==> config.mk <==
export PLATFORM = sky130hd
export DESIGN_NAME = mbist_host_ctrl
export DESIGN_NICKNAME = d
export VERILOG_FILES = /design/src/rtl/mbist_host_ctrl.sv
export SDC_FILE = /design/constraint.sdc
export NUM_CORES = 1
export LEC_CHECK = 0
export BUFFER_PORTS_ARGS = -buffer_cell sky130_fd_sc_hd__buf_2
export CAP_MARGIN = 15
export CORE_MARGIN = 2
export CORE_UTILIZATION = 58
export DETAILED_ROUTE_END_ITERATION = 12
export GPL_ROUTABILITY_DRIVEN = 0
export GPL_TIMING_DRIVEN = 1
export PLACE_DENSITY = 0.86
export SLEW_MARGIN = 20
export SYNTH_ARGS = -nofsm -noshare
export SYNTH_HDL_FRONTEND = slang
export SYNTH_SLANG_ARGS = --single-unit
==> constraint.sdc <==
create_clock -name clk -period 2.42 [get_ports clk]
set_clock_uncertainty 0.2 [all_clocks]
set_input_delay 0.484 -clock clk [delete_from_list [all_inputs] [get_ports clk]]
set_output_delay 0.484 -clock clk [all_outputs]
set_load 0.1 [all_outputs]
==> src/rtl/mbist_host_ctrl.sv <==
// MBIST session initiator: synchronized go request, start pulse, done/fail capture, watchdog, latched verdict.
// Optional feature macro MBIST_HOST_RETRY_EN: one retry after a first-attempt fail, reporting repaired on a second-pass success.
module mbist_host_ctrl #(
  parameter int unsigned CNT_W          = 16,
  parameter int unsigned TIMEOUT_CYCLES = 40000,
  parameter int unsigned START_LEN      = 2
) (
  input  logic       clk,
  input  logic       rst_n,
  input  logic       go,
  output logic       bist_start,
  input  logic       bist_done,
  input  logic       bist_fail,
  output logic       busy,
  output logic       result_valid,
  output logic       pass,
  output logic       fail,
  output logic       timeout,
  output logic       repaired,
  output logic [3:0] run_cnt
);

  typedef enum logic [2:0] {IDLE, START, WAIT, SETTLE, REPORT} state_t;

  localparam logic [CNT_W-1:0] START_LAST = CNT_W'(START_LEN - 1);
  localparam logic [CNT_W-1:0] TO_LAST    = CNT_W'(TIMEOUT_CYCLES - 1);

  state_t           state, state_nxt;
  logic [CNT_W-1:0] cnt, cnt_nxt;
  logic [2:0]       go_sync;
  logic             go_rise;
  logic             seen_low, seen_low_nxt;
  logic             pend_fail, pend_fail_nxt;
  logic             pend_to, pend_to_nxt;
  logic             pass_r, pass_nxt;
  logic             fail_r, fail_nxt;
  logic             timeout_r, timeout_nxt;
  logic [3:0]       run_cnt_r, run_cnt_nxt;
`ifdef MBIST_HOST_RETRY_EN
  logic             retry, retry_nxt;
  logic             repaired_r, repaired_nxt;
`endif

  always_ff @(posedge clk or negedge rst_n) begin
    if (!rst_n) begin
      go_sync   <= '0;
      go_rise   <= 1'b0;
      state     <= IDLE;
      cnt       <= '0;
      seen_low  <= 1'b0;
      pend_fail <= 1'b0;
      pend_to   <= 1'b0;
      pass_r    <= 1'b0;
      fail_r    <= 1'b0;
      timeout_r <= 1'b0;
      run_cnt_r <= '0;
    end else begin
      go_sync   <= {go_sync[1:0], go};
      go_rise   <= go_sync[1] & ~go_sync[2];
      state     <= state_nxt;
      cnt       <= cnt_nxt;
      seen_low  <= seen_low_nxt;
      pend_fail <= pend_fail_nxt;
      pend_to   <= pend_to_nxt;
      pass_r    <= pass_nxt;
      fail_r    <= fail_nxt;
      timeout_r <= timeout_nxt;
      run_cnt_r <= run_cnt_nxt;
    end
  end

`ifdef MBIST_HOST_RETRY_EN
  always_ff @(posedge clk or negedge rst_n) begin
    if (!rst_n) begin
      retry      <= 1'b0;
      repaired_r <= 1'b0;
    end else begin
      retry      <= retry_nxt;
      repaired_r <= repaired_nxt;
    end
  end
`endif

  always_comb begin
    state_nxt     = state;
    cnt_nxt       = cnt;
    seen_low_nxt  = seen_low;
    pend_fail_nxt = pend_fail;
    pend_to_nxt   = pend_to;
    pass_nxt      = pass_r;
    fail_nxt      = fail_r;
    timeout_nxt   = timeout_r;
    run_cnt_nxt   = run_cnt_r;
`ifdef MBIST_HOST_RETRY_EN
    retry_nxt     = retry;
    repaired_nxt  = repaired_r;
`endif
    case (state)
      IDLE: begin
        if (go_rise) begin
          pass_nxt     = 1'b0;
          fail_nxt     = 1'b0;
          timeout_nxt  = 1'b0;
`ifdef MBIST_HOST_RETRY_EN
          retry_nxt    = 1'b0;
          repaired_nxt = 1'b0;
`endif
          cnt_nxt      = '0;
          seen_low_nxt = 1'b0;
          state_nxt    = START;
        end
      end
      START: begin
        if (!bist_done) seen_low_nxt = 1'b1;
        if (cnt == START_LAST) begin
          cnt_nxt   = '0;
          state_nxt = WAIT;
        end else begin
          cnt_nxt = cnt + 1'b1;
        end
      end
      WAIT: begin
        cnt_nxt = cnt + 1'b1;
        if (!bist_done) seen_low_nxt = 1'b1;
        // A done only counts once it has been seen low since START; done beats the watchdog.
        if (bist_done && seen_low) begin
          pend_fail_nxt = bist_fail;
          pend_to_nxt   = 1'b0;
          state_nxt     = SETTLE;
        end else if (cnt == TO_LAST) begin
          pend_fail_nxt = 1'b0;
          pend_to_nxt   = 1'b1;
          state_nxt     = SETTLE;
        end
      end
      SETTLE: begin
`ifdef MBIST_HOST_RETRY_EN
        if (pend_fail && !retry) begin
          retry_nxt    = 1'b1;
          cnt_nxt      = '0;
          seen_low_nxt = 1'b0;
          state_nxt    = START;
        end else begin
          pass_nxt     = !pend_fail && !pend_to;
          fail_nxt     = pend_fail;
          timeout_nxt  = pend_to;
          repaired_nxt = retry && !pend_fail && !pend_to;
          state_nxt    = REPORT;
        end
`else
        pass_nxt    = !pend_fail && !pend_to;
        fail_nxt    = pend_fail;
        timeout_nxt = pend_to;
        state_nxt   = REPORT;
`endif
      end
      REPORT: begin
        if (run_cnt_r != 4'hF) run_cnt_nxt = run_cnt_r + 4'd1;
        state_nxt = IDLE;
      end
      default: state_nxt = IDLE;
    endcase
  end

  assign bist_start   = (state == START);
  assign busy         = (state != IDLE);
  assign result_valid = (state == REPORT);
  assign pass         = pass_r;
  assign fail         = fail_r;
  assign timeout      = timeout_r;
  assign run_cnt      = run_cnt_r;
`ifdef MBIST_HOST_RETRY_EN
  assign repaired     = repaired_r;
`else
  assign repaired     = 1'b0;
`endif

endmodule

==> results of run 1 <==
-- power groups by stage --
| stage | Combinational (mW) | Clock (mW) | Sequential, mW |
|---|---|---|---|
| after global routing | 1.40 | 0.463 | 0.834 |
| after global placement | 1.25 | 0 | 0.809 |
| final | 1.31 | 0.436 | 0.814 |
| after floorplan | 0.806 | 0 | 1.11 |
| after CTS | 1.30 | 0.441 | 0.810 |
| after detailed placement | 1.29 | 0 | 0.820 |
-- worst max-delay path by stage --
stage / start / end / slack, ns / cells past startpoint
floorplan: state[1]$_DFFE_PN0P_ / cnt[7]$_DFFE_PN0P_ / -0.01 / 6
global placement: state[1]$_DFFE_PN0P_ / result_valid / 0.37 / 4
detailed placement: cnt[1]$_DFFE_PN0P_ / cnt[13]$_DFFE_PN0P_ / 0.33 / 8
CTS: state[1]$_DFFE_PN0P_ / bist_start / 0.04 / 2
global route: state[1]$_DFFE_PN0P_ / result_valid / 0.04 / 4
finish: state[0]$_DFFE_PN0P_ / bist_start / 0.10 / 2
-- state kept, by name, summed over array words and instances (netlist names) --
| register | cells |
|---|---|
| cnt | 16 |
| run_cnt | 4 |
| go_sync | 3 |
| state | 3 |
| fail | 1 |
| go_rise | 1 |
| pass | 1 |
| pend_fail | 1 |
| pend_to | 1 |
| seen_low | 1 |
| timeout | 1 |
-- synthesized netlist by cell type, drive strengths merged (4+ instances only) --
library cell   n
a21o           6
buf            6
xnor2          5
nor2          18
inv            5
mux2i          5
nor3b          6
o21ai          9
a21oi          6
dfrtp         33
nand3          4
o22a           4
nor4           5
nand2         19
nand4          6
-- per-layer routing --
metal  routed length [µm]  GRT usage [%]  share of wire, %
met1                 1442          31.12                43
met4                   91          11.63               2.7
met3                  179          4.911               5.3
met2                 1634          37.01                49
met5                    0              0                 0
-- per-stage QoR --
stage | hold WS (ns) | instance area, µm² | worst slack [ns]
floorplan | -0.01159 | 1690 | -0.01472
global placement | 0.1383 | 1764 | 0.3693
detailed placement | 0.1589 | 1764 | 0.3317
CTS | 0.04262 | 1862 | 0.03565
global route | 0.03412 | 1867 | 0.03717
finish | 0.04458 | 1867 | 0.1038
-- final cells by class --
type | count | area (µm²)
clock buffers | 7 | 55.05
clock inverters | 1 | 30.03
fillers | 221 | 890.9
inverters | 5 | 18.77
multi-input cells | 124 | 798.3
flip-flops and latches | 33 | 825.8
well taps | 31 | 38.79
repair buffers | 17 | 100.1
-- cells by family (layout without fill, tap and decap cells) --
logic type	after synthesis	after routing	synth area share [%]
simple gates	71	71	22.65
compound gates	37	37	15.25
flops	33	33	48.85
buf+inv	11	30	4.071
xor+xnor	6	6	3.109
mux	6	6	3.627
fa+ha+maj	3	3	2.221
other cells	1	1	0.2218
-- critical path: cells and delay by family (launching register included) --
family / cells / cell delay (ns)
and+or+nand+nor: 1 / 0.35
DFF: 1 / 0.53
buffers and inverters: 1 / 0.40
-- timing repair --
item / in CTS / in global routing
endpoints found under the setup margin: 1 / 2
setup buffers: 0 / 0
hold buffers: 1 / 0
gates resized for setup: 1 / 2
endpoints found under the hold margin: 19 / 0
cloned: 0 / 0
-- cell usage in the layout (no fill, tap or decap), types with 3 or more instances in the layout --
cell type,instances
dfrtp_1,33
nand2_1,19
nor2_1,17
buf_2,12
nand4_1,6
a21o_1,6
clkbuf_4,6
inv_1,5
xnor2_1,5
mux2i_1,5
o21ai_1,5
nor3b_1,5
a21oi_1,5
o21ai_0,4
o22a_1,4
or3_1,3
nor4_1,3
and3_1,3
nand3_1,3
ha_1,3
buf_4,3
==> results.md, run 1 <==
- Lkg Pwr: 0.8895 nW
- Min-delay src: go
- Worst VDD drop: 1.756 mV
- Row count: 19
- Final setup violation count: 0
- Pwr dens: 1370 mW/mm²
- Clk buf depth: 2
- P&R area growth vs syn: 10.44%
- Ratio of cells with drive above 1 in the final layout: 17.11%
- Setup_tns: 0 ns
- CORE AREA: 0.002758 mm²
- Fmax: 0.4317 GHz
- Worst path cell trace: nor3b_4, clkbuf_4
- Overall Global Routing Usage: 23.55%
- Vias after detailed routing: 1320
- Chip width: 57.99 µm
- Total chip power: 2.558 mW
- Crit. End Element: primary output
- Initial Util: 61.30%
- Flop pwr share: 31.8%
- Mapped Nets: 176
- Num ports: 16
- Routed WL per cell: 15.36 µm
- Slew Viols, Final: 0
- H-tree Lvls: 2
- First-pass GRT wire length: 5.906 mm
- Clock network fraction of design power: 17.0%
- Internal Power: 1.253 mW
- P_sw: 1.306 mW
- Antenna Cells: 0
- Worst Path Arrival: 1.63 ns
- Sw Share: 51.04%
- CTS buffer count: 5
- Critical Path RT: 1.74 ns
- CTS Root Buffer Type: clkbuf_4
- Aggregate global routing overflow: 0
- Post-synth EDFFs: 0
- Hold Path Cell Cnt: 1
- Worst setup path category: reg -> out
- Setup slack, reg-to-reg: 0.26 ns
- R2R cell count: 8
- DP HPWL: 2.296 mm
- Number of DRC violations after detailed-routing iteration 0: 69
- Worst skew pair latency: 0.35 ns
- DRC viols: 0
- Final nets: 194
- Slowest CP cell: dfrtp_1
- Final wirelength: 3.348 mm
- Cells after Synth: 168
- Number of instances in the placed design: 209
- Worst min-delay path class: in -> reg
- Reg2reg start: cnt[1]$_DFFE_PN0P_
- Clk sinks: 33
- Max incr delay on CP: 0.53 ns
- Max transition margin: 51.96%
- CTS tree: yes
- Reg-to-reg endpoint: cnt[13]$_DFFE_PN0P_
- Router iterations before antenna repair: 4
- Seq cells post-synth: 33
- Final Hold Fails: 0
- Vias in the first global route: 1312
- Post-Syn Area: 0.001690 mm²
- # Max-Cap Violations: 0
- Worst-Margin Slew: 0.7206 ns
- PortBufs: 14
- Synth Warn #: 0
- Synth top area share: 48.85%
- Area leader, netlist: dfrtp_1
- Avg Inst Size Synth: 10.06 µm²
- Crit path max fanout: 8
- Non-filler cells, final: 218
- Comb pwr share: 51.1%
- CTS clk-pin slew, worst paths: 0.10 ns
- RSZ-0062 raised after global routing: no
- Chip height: 57.99 µm
- Register area share after synthesis: 48.85%
- Crit start category: flip-flop
- Final Critical Period: 2.316 ns
- Synth top area cells: dfrtp_1, nand2_1, nor2_1
- Final worst-path cycle share: 95.71%
- Initial antenna violation count: 0
- Asr flop ratio synth: 100.0%
- Synth Flop Type: dfrtp_1
- DIE AREA: 0.003362 mm²
- Final design utilization: 67.70%
- Status: completed
- Hold EP: go_sync[0]$_DFF_PN0_
- Vias per cell: 6.055
- Synth cell types: 40
- Final ANT Viol Nets: 0
- Largest net degree at the start of global routing: 34
No activity file was read; power rests on OpenSTA's default activity.
==> run 2, diff against run 1 <==
Settings changed: GPL_ROUTABILITY_DRIVEN 0 to unset, RECOVER_POWER set to 50.
==> run 2 against run 1 <==
Against the previous run:
- global-route usage is the same
- die area did not move
- sequential power decreased by 0.5%
- final cell count unchanged
- critical path depth unchanged
- cell area down 0.20%
- sequential share of layout area rose by 0.089 points
- first-iteration DRC count fell by 4.3%
- utilization is 0.14 points lower
==> results.md, run 2 (same netlist as run 1, synthesis figures left out) <==
- Setup Fix Bufs, Post-CTS: 0
- Worst VDD drop: 1.790 mV
- Max transition margin: 46.86%
- Vias after detailed routing: 1303
- Dpl ws: 0.3317 ns
- Ratio of cells with drive above 1 in the final layout: 16.58%
- P&R area growth vs syn: 10.21%
- Lkg Pwr: 0.8889 nW
- Chip height: 57.99 µm
- Commonest non-fill, non-tap cells in the layout: dfrtp_1, nand2_1, nor2_1
- Initial antenna violation count: 0
- Vias per cell: 5.977
- Worst min-delay path class: in -> reg
- H-tree Lvls: 2
- CP Launch Point: state[1]$_DFFE_PN0P_
- Largest register FFs: 16
- Final Hold Fails: 0
- Final Critical Period: 2.305 ns
- Final ANT Viol Nets: 0
- Worst-Margin Slew: 0.7971 ns
- Hold Slack: 0.05424 ns
- Min-delay src: go
- Commonest non-fill, non-tap cell in the layout: dfrtp_1
- CTS clk-pin slew, worst paths: 0.10 ns
- Row count: 19
- Final nets: 194
- Pwr dens: 1369 mW/mm²
- Post-route setup slack: 0.1146 ns
- Fmax: 0.4338 GHz
- Most flop-heavy register: cnt
- Vias in the first global route: 1312
- Clk sinks: 33
- Worst Path Arrival: 1.62 ns
- CORE AREA: 0.002758 mm²
- Crit start category: flip-flop
- Router iterations before antenna repair: 4
- Initial Util: 61.30%
- RSZ-0062 raised after global routing: no
- Final design utilization: 67.56%
- Antenna Cells: 0
- CTS buffer count: 5
- Critical Path RT: 1.74 ns
- CTS tree: yes
- DIE AREA: 0.003362 mm²
- Number of instances in the placed design: 209
- Status: completed
- Overall Global Routing Usage: 23.55%
- DRC viols: 0
- DP HPWL: 2.296 mm
- PortBufs: 14
- Number of DRC violations after detailed-routing iteration 0: 66
- Placed Area: 0.001764 mm²
- Reg2reg start: cnt[1]$_DFFE_PN0P_
- First-pass GRT wire length: 5.906 mm
- Crit. End Element: primary output
- Worst skew pair latency: 0.34 ns
- Slew Viols, Final: 0
- Routed WL per cell: 15.33 µm
- Clk buf depth: 2
- Final wirelength: 3.343 mm
- Largest net degree at the start of global routing: 34
- Final setup violation count: 0
- CTS Root Buffer Type: clkbuf_4
- Num ports: 16
- Layout fillers: 223
- Final worst-path cycle share: 95.26%
- Non-filler cells, final: 218
- # Max-Cap Violations: 0
- Chip width: 57.99 µm
- Worst setup path category: reg -> out
- Aggregate global routing overflow: 0
- Crit path max fanout: 10
- Routability cong.: 0.8383
- Finished Cell Area: 0.001863 mm²
[run 2: cell types whose count changed in the layout (fill, tap and decap cells not counted), sizes merged]
cell and delta:
clkbuf +1, buf -1
[run 2: area by class of cell]
cell class	instances	area, µm²	share of cell area [%]
Clock inverter	1	30.03	1.612
Clock buffer	7	55.05	2.955
Sequential cell	33	825.8	44.32
Inverter	5	18.77	1.007
Timing Repair Buffer	17	100.1	5.373
Multi-Input combinational cell	124	794.5	42.65
Tap cell	31	38.79	2.082
[run 2: per-stage QoR]
step | TNS [ns] | total power [mW]
after floorplan | -0.01472 | 1.916
after global placement | 0 | 2.061
after detailed placement | 0 | 2.107
after CTS | 0 | 2.550
after global routing | 0 | 2.694
final | 0 | 2.550
[run 2: final timing paths]
| kind | end | slack [ns] | depth (start not counted) |
|---|---|---|---|
| max | bist_start | 0.11 | 2 |
| min | go_sync[0]$_DFF_PN0_ | 0.05 | 1 |
| max reg2reg | cnt[13]$_DFFE_PN0P_ | 0.26 | 8 |
| min reg2reg | go_sync[1]$_DFF_PN0_ | 0.18 | 0 |
| max in group asynchronous | cnt[6]$_DFFE_PN0P_ | 0.97 | 2 |
| min in group asynchronous | fail$_DFFE_PN0P_ | 0.55 | 2 |
[run 2: timing repair]
item,4_1_cts,5_1_grt
endpoints found under the setup margin,1,2
gates cloned,0,0
endpoints found under the hold margin,19,0
resized for setup,1,2
hold buffers,1,0
[run 2: per-layer routing]
layer  global-route usage [%]  up-vias  part of all wire, %
li1                         -      629                    -
met1                    31.12      625                   43
met2                    37.01       42                   50
met3                    4.911        7                  5.5
met4                    11.63        0                  1.7
met5                        0        -                    0
[run 2: worst max-delay path: stages, from the launching register on]
cell and delay, ns:
dfrtp_1 0.53, nor3b_4 0.35, clkbuf_4 0.40
[run 2: where the power goes]
group	internal (mW)	switching (mW)
registers	0.668	0.142
logic	0.336	0.972
clock network	0.247	0.185
total	1.25	1.30
==> run 3, diff against run 2 <==
--- a/config.mk
+++ b/config.mk
@@ -6,11 +6,11 @@
 export NUM_CORES = 1
 export LEC_CHECK = 0
-export BUFFER_PORTS_ARGS = -buffer_cell sky130_fd_sc_hd__buf_2
 export CAP_MARGIN = 15
 export CORE_MARGIN = 2
-export CORE_UTILIZATION = 58
+export CORE_UTILIZATION = 60
 export DETAILED_ROUTE_END_ITERATION = 12
+export DONT_BUFFER_PORTS = 1
 export GPL_TIMING_DRIVEN = 1
-export PLACE_DENSITY = 0.86
+export PLACE_DENSITY = 0.84
 export RECOVER_POWER = 50
 export SLEW_MARGIN = 20
--- a/constraint.sdc
+++ b/constraint.sdc
@@ -3,3 +3,3 @@
 set_input_delay 0.484 -clock clk [delete_from_list [all_inputs] [get_ports clk]]
 set_output_delay 0.484 -clock clk [all_outputs]
-set_load 0.1 [all_outputs]
+set_load 0.05 [all_outputs]
==> run 3 against run 2 <==
Against the previous run:
- die area fell by 3.1%
- register-to-register slack better by 0.07 ns
- via count is 4.6% lower
- routed wire length fell by 7.1%
- sequential share of layout area is 1.3 points higher
- first-iteration DRC count decreased by 36%
- non-clock buffer count decreased by 9
- hold slack better by 0.017 ns
- critical path depth increased by 1
- final cell count fell by 4.6%
- maximum frequency is 2.1% higher
- combinational power down 33%
==> results.md, run 3 (same netlist as run 1, synthesis figures left out) <==
- Crit start category: flip-flop
- # Max-Cap Violations: 0
- Fmax: 0.4430 GHz
- Worst skew pair latency: 0.33 ns
- Largest register FFs: 16
- Finished Cell Area: 0.001808 mm²
- CTS Root Buffer Type: clkbuf_4
- Final worst-path cycle share: 93.29%
- P&R area growth vs syn: 6.958%
- RSZ-0062 raised after global routing: no
- Sw Share: 46.85%
- Routability cong.: 0.8796
- Layout fillers: 227
- Multi-input gate area: 795.8 µm²
- Worst setup path category: reg -> out
- Worst-Margin Slew: 1.358 ns
- Non-filler cells, final: 208
- Reg area: 825.8 µm²
- Max incr delay on CP: 0.51 ns
- Largest net degree at the start of global routing: 34
- Status: completed
- Vias after detailed routing: 1243
- Row count: 19
- Hold Slack: 0.07162 ns
- Critical Path RT: 1.74 ns
- Pwr dens: 1165 mW/mm²
- CTS clk-pin slew, worst paths: 0.09 ns
- Ratio of cells with drive above 1 in the final layout: 11.30%
- GRT busiest layer: met2
- First-pass GRT wire length: 5.437 mm
- P_sw: 987.3 µW
- Commonest non-fill, non-tap cells in the layout: dfrtp_1, nand2_1, nor2_1
- PortBufs: 0
- CP delay by family, top: flip-flops
- Final Hold Fails: 0
- Placed Area: 0.001717 mm²
- Number of instances in the placed design: 198
- Buffers and inverters on the worst path: 1
- Routing usage on met1: 27.71%
- Crit. End Element: primary output
- Chip width: 57.08 µm
- CORE AREA: 0.002710 mm²
- Aggregate global routing overflow: 0
- Chip height: 57.08 µm
- Internal Power: 1.120 mW
- H-tree Lvls: 2
- Worst min-delay path class: in -> reg
- Most flop-heavy register: cnt
- Max transition margin: 9.299%
- Comb pwr share: 41.9%
- Final nets: 185
- Initial Util: 62.37%
- CTS buffer count: 5
- DP HPWL: 2.222 mm
- Num ports: 16
- Lkg Pwr: 0.8330 nW
- Routed WL per cell: 14.93 µm
- Overall Global Routing Usage: 21.75%
- Setup_tns: 0 ns
- Flop pwr share: 43.6%
- Vias in the first global route: 1232
- CTS tree: yes
- Number of DRC violations after detailed-routing iteration 0: 42
- Met2 usage: 33.83%
- DIE AREA: 0.003258 mm²
- Crit path max fanout: 10
- Clock network fraction of design power: 14.5%
- Commonest non-fill, non-tap cell in the layout: dfrtp_1
- Final setup violation count: 0
- Final design utilization: 66.71%
- Final wirelength: 3.105 mm
- Initial antenna violation count: 0
- Worst path cell trace: nor2_1, nand2_1, clkinvlp_4
- Vias per cell: 5.976
- Slowest CP cell: dfrtp_1
- Router iterations before antenna repair: 4
- Antenna Cells: 0
- Dpl ws: 0.3308 ns
- Post-route setup slack: 0.1625 ns
- Total chip power: 2.107 mW
- Final Critical Period: 2.258 ns
- DRC viols: 0
- GR Layer Usage met3: 7.710%
- Worst Path Arrival: 1.57 ns
- Worst VDD drop: 0.9957 mV
- Clk buf depth: 2
- Clk sinks: 33
- Slew Viols, Final: 0
- Final ANT Viol Nets: 0
run 3: cell type report:
type                       count  share of cell area (%)
timing repair buffer           8                   3.875
inverter                       5                   1.246
tap                           31                   2.145
multi-input combinational    124                   44.01
clock buffer                   7                   3.045
sequential                    33                   45.67
run 3: worst register-to-register path: stages (launching register included):
cell	delay [ns]
dfrtp_1	0.41
inv_1	0.08
ha_1	0.16
nor4b_1	0.22
nand4_1	0.21
a21boi_2	0.17
buf_4	0.24
o21ai_1	0.11
a21o_1	0.20
run 3: routing by layer:
layer	wire length [µm]	vias up
met2	1477	30
met4	49	0
met1	1430	593
met3	147	7
met5	0	-
li1	-	613
run 3: worst paths after layout:
kind,slack (ns),from,cells past startpoint,to
worst max-delay path,0.16,state[1]$_DFFE_PN0P_,3,result_valid
max in group asynchronous,0.40,rst_n,2,cnt[13]$_DFFE_PN0P_
worst min register to register,0.17,go_sync[0]$_DFF_PN0_,0,go_sync[1]$_DFF_PN0_
worst min-delay path,0.07,bist_fail,2,pend_fail$_DFFE_PN0P_
min in group asynchronous,0.79,rst_n,2,cnt[9]$_DFFE_PN0P_
worst max register to register,0.33,cnt[1]$_DFFE_PN0P_,8,cnt[9]$_DFFE_PN0P_
run 3: power by group through the flow:
stage | combinational [mW] | sequential (mW) | clock, mW
2_1_floorplan | 0.702 | 0.933 | 0
3_3_place_gp | 0.826 | 0.917 | 0
3_5_place_dp | 0.868 | 0.925 | 0
4_1_cts | 0.887 | 0.916 | 0.318
5_1_grt | 0.980 | 0.940 | 0.336
6_report | 0.883 | 0.919 | 0.305
run 3: repair_timing:
| item | CTS | global route |
|---|---|---|
| hold buffers | 3 | 0 |
| endpoints found under the hold margin | 34 | 0 |
| resized for setup | 0 | 1 |
| endpoints found under the setup margin | 0 | 1 |
| buffers inserted | 0 | 0 |
